## src/rtl/alu_seq_core.sv

```systemverilog
// alu_seq_core: multi-cycle ALU with a start/busy/done handshake.
// Single-cycle ops (ADD/SUB/AND/OR/XOR/NOT/PASS) write their result one edge
// after acceptance; unsigned MUL iterates shift-add for W edges.
// Ports:
//   C      clock, rising edge
//   R      asynchronous active-low reset
//   start  request, sampled only while busy=0
//   op     3-bit opcode, sampled with start
//   A, B   W-bit operands, sampled with start
//   busy   high while an accepted operation is in flight
//   done   one-cycle pulse in the cycle after Y/flags are written
//   Y      2W-bit registered result, held between writes
//   Z      Y == 0
//   CO     carry (ADD) / borrow (SUB)
//   OV     signed overflow (ADD/SUB) or nonzero upper product half (MUL)
module alu_seq_core #(
  parameter int W = 8
) (
  input  logic           C,
  input  logic           R,
  input  logic           start,
  input  logic [2:0]     op,
  input  logic [W-1:0]   A,
  input  logic [W-1:0]   B,
  output logic           busy,
  output logic           done,
  output logic [2*W-1:0] Y,
  output logic           Z,
  output logic           CO,
  output logic           OV
);

  localparam int CW = $clog2(W + 1);

  localparam logic [2:0] OP_ADD  = 3'b000;
  localparam logic [2:0] OP_SUB  = 3'b001;
  localparam logic [2:0] OP_AND  = 3'b010;
  localparam logic [2:0] OP_OR   = 3'b011;
  localparam logic [2:0] OP_XOR  = 3'b100;
  localparam logic [2:0] OP_NOT  = 3'b101;
  localparam logic [2:0] OP_MUL  = 3'b110;

  typedef enum logic [1:0] {
    S_IDLE = 2'd0,
    S_EXEC = 2'd1,
    S_MUL  = 2'd2
  } state_t;

  state_t state, state_next;

  // Areg is kept 2W wide so it can be shifted left during multiplication.
  logic [2*W-1:0] a_reg;
  logic [W-1:0]   b_reg;
  logic [2:0]     op_reg;
  logic [CW-1:0]  cnt;
  logic [2*W-1:0] acc;
  logic [2*W-1:0] acc_next;
  logic [W+1:0]   exec_res;   // {co, ov, y_low}
  logic           last_iter;

  // Single-cycle result: returns {co, ov, y_low}.
  function automatic logic [W+1:0] alu_exec(
    input logic [2:0]   f,
    input logic [W-1:0] a,
    input logic [W-1:0] b
  );
    logic [W:0]   wide;
    logic [W-1:0] y;
    logic         co;
    logic         ov;
    wide = '0;
    y    = '0;
    co   = 1'b0;
    ov   = 1'b0;
    case (f)
      OP_ADD: begin
        wide = {1'b0, a} + {1'b0, b};
        y    = wide[W-1:0];
        co   = wide[W];
        ov   = (a[W-1] == b[W-1]) && (y[W-1] != a[W-1]);
      end
      OP_SUB: begin
        // Bit W of the extended difference is the borrow, set iff a < b.
        wide = {1'b0, a} - {1'b0, b};
        y    = wide[W-1:0];
        co   = wide[W];
        ov   = (a[W-1] != b[W-1]) && (y[W-1] != a[W-1]);
      end
      OP_AND:  y = a & b;
      OP_OR:   y = a | b;
      OP_XOR:  y = a ^ b;
      OP_NOT:  y = ~a;
      default: y = a;   // PASS (MUL never reaches this path)
    endcase
    return {co, ov, y};
  endfunction

  assign exec_res  = alu_exec(op_reg, a_reg[W-1:0], b_reg);
  assign acc_next  = acc + (b_reg[0] ? a_reg : '0);
  assign last_iter = (cnt == CW'(1));
  assign busy      = (state != S_IDLE);

  always_ff @(posedge C or negedge R) begin
    if (!R) state <= S_IDLE;
    else    state <= state_next;
  end

  always_comb begin
    state_next = state;
    case (state)
      S_IDLE:  if (start) state_next = (op == OP_MUL) ? S_MUL : S_EXEC;
      S_EXEC:  state_next = S_IDLE;
      S_MUL:   if (last_iter) state_next = S_IDLE;
      default: state_next = S_IDLE;
    endcase
  end

  always_ff @(posedge C or negedge R) begin
    if (!R) begin
      a_reg  <= '0;
      b_reg  <= '0;
      op_reg <= '0;
      cnt    <= '0;
      acc    <= '0;
      Y      <= '0;
      Z      <= 1'b0;
      CO     <= 1'b0;
      OV     <= 1'b0;
      done   <= 1'b0;
    end else begin
      done <= 1'b0;
      case (state)
        S_IDLE: begin
          if (start) begin
            a_reg  <= {{W{1'b0}}, A};
            b_reg  <= B;
            op_reg <= op;
            if (op == OP_MUL) begin
              cnt <= CW'(W);
              acc <= '0;
            end
          end
        end
        S_EXEC: begin
          Y    <= {{W{1'b0}}, exec_res[W-1:0]};
          Z    <= (exec_res[W-1:0] == '0);
          CO   <= exec_res[W+1];
          OV   <= exec_res[W];
          done <= 1'b1;
        end
        S_MUL: begin
          acc   <= acc_next;
          a_reg <= a_reg << 1;
          b_reg <= b_reg >> 1;
          cnt   <= cnt - CW'(1);
          if (last_iter) begin
            Y    <= acc_next;
            Z    <= (acc_next == '0);
            CO   <= 1'b0;
            OV   <= |acc_next[2*W-1:W];
            done <= 1'b1;
          end
        end
        default: ;
      endcase
    end
  end

endmodule
```

## config.mk

```make
export PLATFORM = sky130hd
export DESIGN_NAME = alu_seq_core
export DESIGN_NICKNAME = d
export VERILOG_FILES = /design/src/rtl/alu_seq_core.sv
export SDC_FILE = /design/constraint.sdc
export NUM_CORES = 1
export LEC_CHECK = 0
export BUFFER_PORTS_ARGS = -buffer_cell sky130_fd_sc_hd__buf_2
export CORE_MARGIN = 2
export CORE_UTILIZATION = 65
export DETAILED_ROUTE_END_ITERATION = 6
export MAX_ROUTING_LAYER = met4
export PLACE_DENSITY = 0.95
export SLEW_MARGIN = 20
export SYNTH_ARGS = -nofsm -noshare
export SYNTH_HDL_FRONTEND = slang
export SYNTH_SLANG_ARGS = --single-unit
```

## constraint.sdc

```tcl
create_clock -name C -period 6.6 [get_ports C]
set_clock_uncertainty 0.1 [all_clocks]
set_input_delay 1.32 -clock C [delete_from_list [all_inputs] [get_ports C]]
set_output_delay 1.32 -clock C [all_outputs]
set_load 0.02 [all_outputs]
```

Yosys cells after proc, flatten, opt, wreduce, memory -nomap -nowiden
Index checks and enable logic that the tools add are counted.
W data, S select, Z words.
{"block": "word_totals", "reg_bits": 69, "inputBits": 22, "output_inout_bits": 21, "elab_cells": 78}
{"block": "op_classes", "add_sub_neg": 4, "eq_ne": 16, "n_mux": 28, "bitwise_logic": 4, "n_reduce_logical": 15}
{"operator": "$pmux W16 S2", "count": 3}
{"operator": "$mux W16", "count": 5}
{"operator": "$pmux W8 S6", "count": 1}
{"operator": "$add A16 B16 Y16", "count": 1}
{"operator": "$logic_not A16 Y1", "count": 1}
{"operator": "$pmux W8 S2", "count": 1}
{"operator": "$pmux W1 S2", "count": 6}
{"operator": "$add A8 B8 Y9", "count": 1}
{"operator": "$eq A3 B3 Y1 const B", "count": 3}
{"operator": "$sub A8 B8 Y9", "count": 1}
{"operator": "$and A8 B8 Y8", "count": 1}
{"operator": "$logic_not A8 Y1", "count": 1}
{"operator": "$mux W4", "count": 2}
{"operator": "$mux W8", "count": 1}
{"operator": "$not A8 Y8", "count": 1}
{"operator": "$or A8 B8 Y8", "count": 1}
{"operator": "$pmux W4 S2", "count": 1}
{"operator": "$reduce_and A2 Y1", "count": 4}
{"operator": "$reduce_or A8 Y1", "count": 1}
{"operator": "$xor A8 B8 Y8", "count": 1}
{"operator": "$eq A3 B2 Y1 const B", "count": 2}
{"operator": "$mux W2", "count": 3}
{"operator": "$ne A2 B2 Y1 const B", "count": 3}
{"operator": "$reduce_bool A2 Y1", "count": 3}
{"operator": "other kinds (13)", "count": 19}

Logic depth before layout (Yosys ltp)
{"block": "logic_depth", "word_depth": 5, "depth_mapped": 12, "depth_no_buf": 11}

Least setup slack after synthesis
OpenSTA, ideal clock, no wires.
{"block": "synth_path", "path_type": "register -> register", "from": "register b_reg[0]", "to": "register OV", "setup_time_ns": 0.121, "t_arrival_ns": 3.098, "required_ns": 6.379, "path_slack_ns": 3.281, "stages_incl_launch_ff": 13, "path_buffers": 1, "period_less_slack_ns": 3.319, "cell_sequence": "dfrtp_1 -> clkbuf_1 -> clkinv_1 -> nor2_1 -> ha_1 -> a21oi_1 -> o211ai_1 -> a2111oi_4 -> o21bai_1 -> o2bb2ai_1 -> xnor2_1 -> or4_1 -> a22o_1"}
{"block": "synth_via", "elab_chain_len": 5}
{"element": "start, declared", "line": "53", "source": "logic [W-1:0] b_reg;"}
{"element": "start signal, assigned", "line": "154", "source": "b_reg <= b_reg >> 1;"}
{"element": "$mux W16, or another cell as far along", "line": "99", "source": "assign acc_next = acc + (b_reg[0] ? a_reg : '0);"}
{"element": "$add A16 B16 Y16, or another cell as far along", "line": "99"}
{"element": "$reduce_or A8 Y1, or another cell as far along", "line": "160", "source": "OV <= |acc_next[2*W-1:W];"}
{"element": "$mux W1 or $pmux W1 S2 (tied branches)", "line": "156, 75"}
{"element": "$pmux W1 S2 *", "line": "132", "source": "case (state)"}
{"element": "end signal, assigned", "line": "148", "source": "OV <= exec_res[W];"}
{"element": "end signal, assigned", "line": "160"}
{"element": "end, declared", "line": "30", "source": "output logic OV"}
Mark *: on every way between the ends. The rest lies on a longest branch, timed or not. The select of a mux whose other input is x is not followed.
A chain may end at the register's enable or synchronous reset.

Worst setup path after layout
Ends and elaborated chain as after synthesis.

==> impl_metrics.csv <==
group,metric,value,unit
run_status,run_status,"finished clean",
setup_path,startpoint,"b_reg[0]",
clock_tree,cts-buffers-inserted,9,
grt,grt_antenna_before_repair,0,
clock_tree,clk_path_buf_depth,2,
yosys,yosys_warnings,0,
power_and_ir_drop,cellPowerDensity,422.6,mW/mm^2
clock_tree,tritoncts,"built",
placement,dp.final_hpwl,10150,um
sta,finalCritPeriodShare,57.33,%
sta,layout_setup_ws,2.816,ns
layout,drive_gt1_share,11.97,%
route,routedWlPerCell,18.91,um
floorplan,placementRows,32,
floorplan,chipWidth,92.93,um
job,number_of_violations_of_the_max_capacitance_limit,0,
power_and_ir_drop,leakage_power_summed_over_all_cells,2.613,nW
yosys,synthCells,601,
route,detailed_route_wl,13940,um
setup_path,critical_path.n_buffers_inverters,1,
power_and_ir_drop,post-layout-total-power,2.367,mW
sta,worst_slew_pin_slew,0.8793,ns
sta,final-hold-violation-count,0,
clock_tree,root_buffer,"clkbuf_8",
floorplan,die_span_y,92.93,um
yosys,yosys.area.top_type,"dfrtp_1",
grt,largest_net_degree_at_the_start_of_global_routing,70,
setup_path,crit_chain,"clkinv_1 -> nor2_1 -> ha_1 -> a21oi_1 -> o211ai_1 -> a2111oi_4 -> o21bai_1 -> o2bb2ai_1 -> xnor2_1 -> or4_1 -> a22o_1",
sta,finalWorstPathRequiredPeriod,3.784,ns
floorplan,die_area,0.008635,mm^2
setup_path,worst_ep_required,6.75,ns
yosys,synthDistinctLibCells,60,
sta,totalNegativeSetupSlack,0,ns
floorplan,core_area,0.007687,mm^2
route,top_signal_layer_used,"met4",
layout,layout_common_cells,"nand2_1, dfrtp_1, o21ai_0, ha_1, nor2_1",
clock_tree,holdBufCountCts,0,
placement,numPortBuffers,42,
placement,gpl.final_weighted_congestion,0.9665,
clock_tree,cts-resized-gates,0,
grt,grt_first_pass_wirelength,22490,um
layout,synthToLayoutAreaGrowth,8.958,%
yosys,synth.yosys.seq_area_share,33.59,%
route,drt_drc_violations_left,0,
route,wl_met3,1188,um
yosys,async_reset_ff_share,100.0,%
clock_tree,numClockSinks,69,
layout,post-route-cell-area,0.005600,mm^2
setup_path,crit_path_max_incr_delay,0.57,ns
route,wl_met1,6255,um
layout,finish.net_count,701,
setup_path,largest_fanout_on_the_critical_path,13,
setup_path,worst_path_dominant_cell_family,"compound AO/OA/AOI/OAI gates",
route,drt_first_pass_iters,5,
yosys,post_synth_instance_area,0.005140,mm^2
setup_path,worst_endpoint_data_arrival_time,3.93,ns
yosys,synth.top_cell.area_share,33.59,%
route,routed_via_density,6.548,
yosys,synth-edff-count,0,
clock_tree,clkSlewWorstSetupHoldPaths,0.08,ns
sta,setup-violations-final,0,
worst_hold_path,holdCritPathClass,"flip-flop to flip-flop",
route,route.met2.wl,6261,um
grt,overflow,0,
placement,dpl-instance-area,0.005409,mm^2
layout,post_layout_nonfiller_instances,737,
setup_path,worstSetupStartpointType,"flip-flop",
power_and_ir_drop,vdd_drop_max,0.2986,mV
sta,final-max-slew-violation-count,0,
yosys,synth_fp_nets,672,
route,ant_nets,0,
worst_hold_path,holdCritStartpoint,"Y[3]",
floorplan,io_pins,43,
sta,worst_hold_slack,0.3941,ns
yosys,synth-seq-cells,69,
yosys,ys_top_cells_by_area,"dfrtp_1, ha_1, nand2_1, o21ai_0, nor2_1",
setup_path,worst_setup_ep_type,"flip-flop",
layout,diodes,0,
sta,slew-limit-headroom,41.38,%
clock_tree,setup_fix_bufs_post_cts,0,
sta,grt_setup_unrepaired,"false",
placement,placed_cells_incl_taps,721,
placement,post-place-ws,2.914,ns
grt,grt_pass1_vias,4569,
yosys,synthesized_area_per_cell,8.552,um^2
layout,mostFrequentLayoutCell,"nand2_1",
grt,grt_usage,34.31,%
route,total_number_of_vias,4826,
yosys,synth_top_flop_cell,"dfrtp_1",
setup_path,critical_path.reg2reg.startpoint,"b_reg[0]",
layout,utilization,72.85,%
setup_path,critical_path_class,"flip-flop to flip-flop",
clock_tree,clkLatencyLatePin,0.36,ns
clock_tree,cts_max_level,3,
sta,clock.fmax,264.3,MHz
route,iter_0_drt_violations,561,
floorplan,effective_utilization_at_floorplan,66.86,%
setup_path,cp_slowest_cell,"or4_1",
worst min-delay path, stage by stage (launching register included):
cell      delay (ns)
dfrtp_1         0.35
nand2_1         0.05
o221ai_1        0.06
layer usage:
layer	vias up	track usage, %
met5	-	-
met4	0	9.436
met3	24	7.567
met2	241	50.91
met1	2330	47.79
li1	2231	-
path summary, 6_finish.rpt:
path,to,slack (ns),depth (start not counted)
setup / recovery,OV,2.82,11
hold / removal,Y[3],0.39,2
setup reg to reg,OV,2.82,11
hold reg to reg,Y[3],0.39,2
max in group asynchronous,Y[4],4.76,2
min in group asynchronous,a_reg[13],1.03,2
Yosys cell counts, drive strengths merged (5+ instances only):
library cell	number
a2111oi	5
a211oi	10
a21o	6
a21oi	33
a22o	19
and2	9
clkbuf	26
dfrtp	69
ha	46
inv	26
mux2i	16
nand2	76
nand2b	8
nand3	19
nor2	45
nor2b	11
nor3	14
o211ai	9
o21a	9
o21ai	56
o22ai	6
o31ai	5
xnor2	8
xor2	6
power breakdown:
| part | switching, mW | internal, mW | total (mW) |
|---|---|---|---|
| clock | 0.165 | 0.174 | 0.340 |
| sequential | 0.168 | 0.520 | 0.688 |
| combinational | 0.829 | 0.510 | 1.34 |
| total | 1.16 | 1.20 | 2.37 |
cells by family after synthesis:
logic type | after synthesis | synth area share, %
AOI/OAI and AO/OA | 191 | 25.44
xor gates and xnor gates | 14 | 2.386
adders and majority gates | 49 | 12.37
buffers and inverters | 57 | 4.187
DFF | 69 | 33.59
muxes | 19 | 3.773
and+or+nand+nor | 202 | 18.26
cell type report:
cell class | count | area [um^2]
clock buffers | 12 | 135.1
clock inverters | 4 | 48.80
fillers | 600 | 2087
inverters | 28 | 105.1
multi-input cells | 475 | 3209
flip-flops and latches | 69 | 1727
well taps | 102 | 127.6
repair buffers | 47 | 247.7
(Power assumes the default switching activity.)
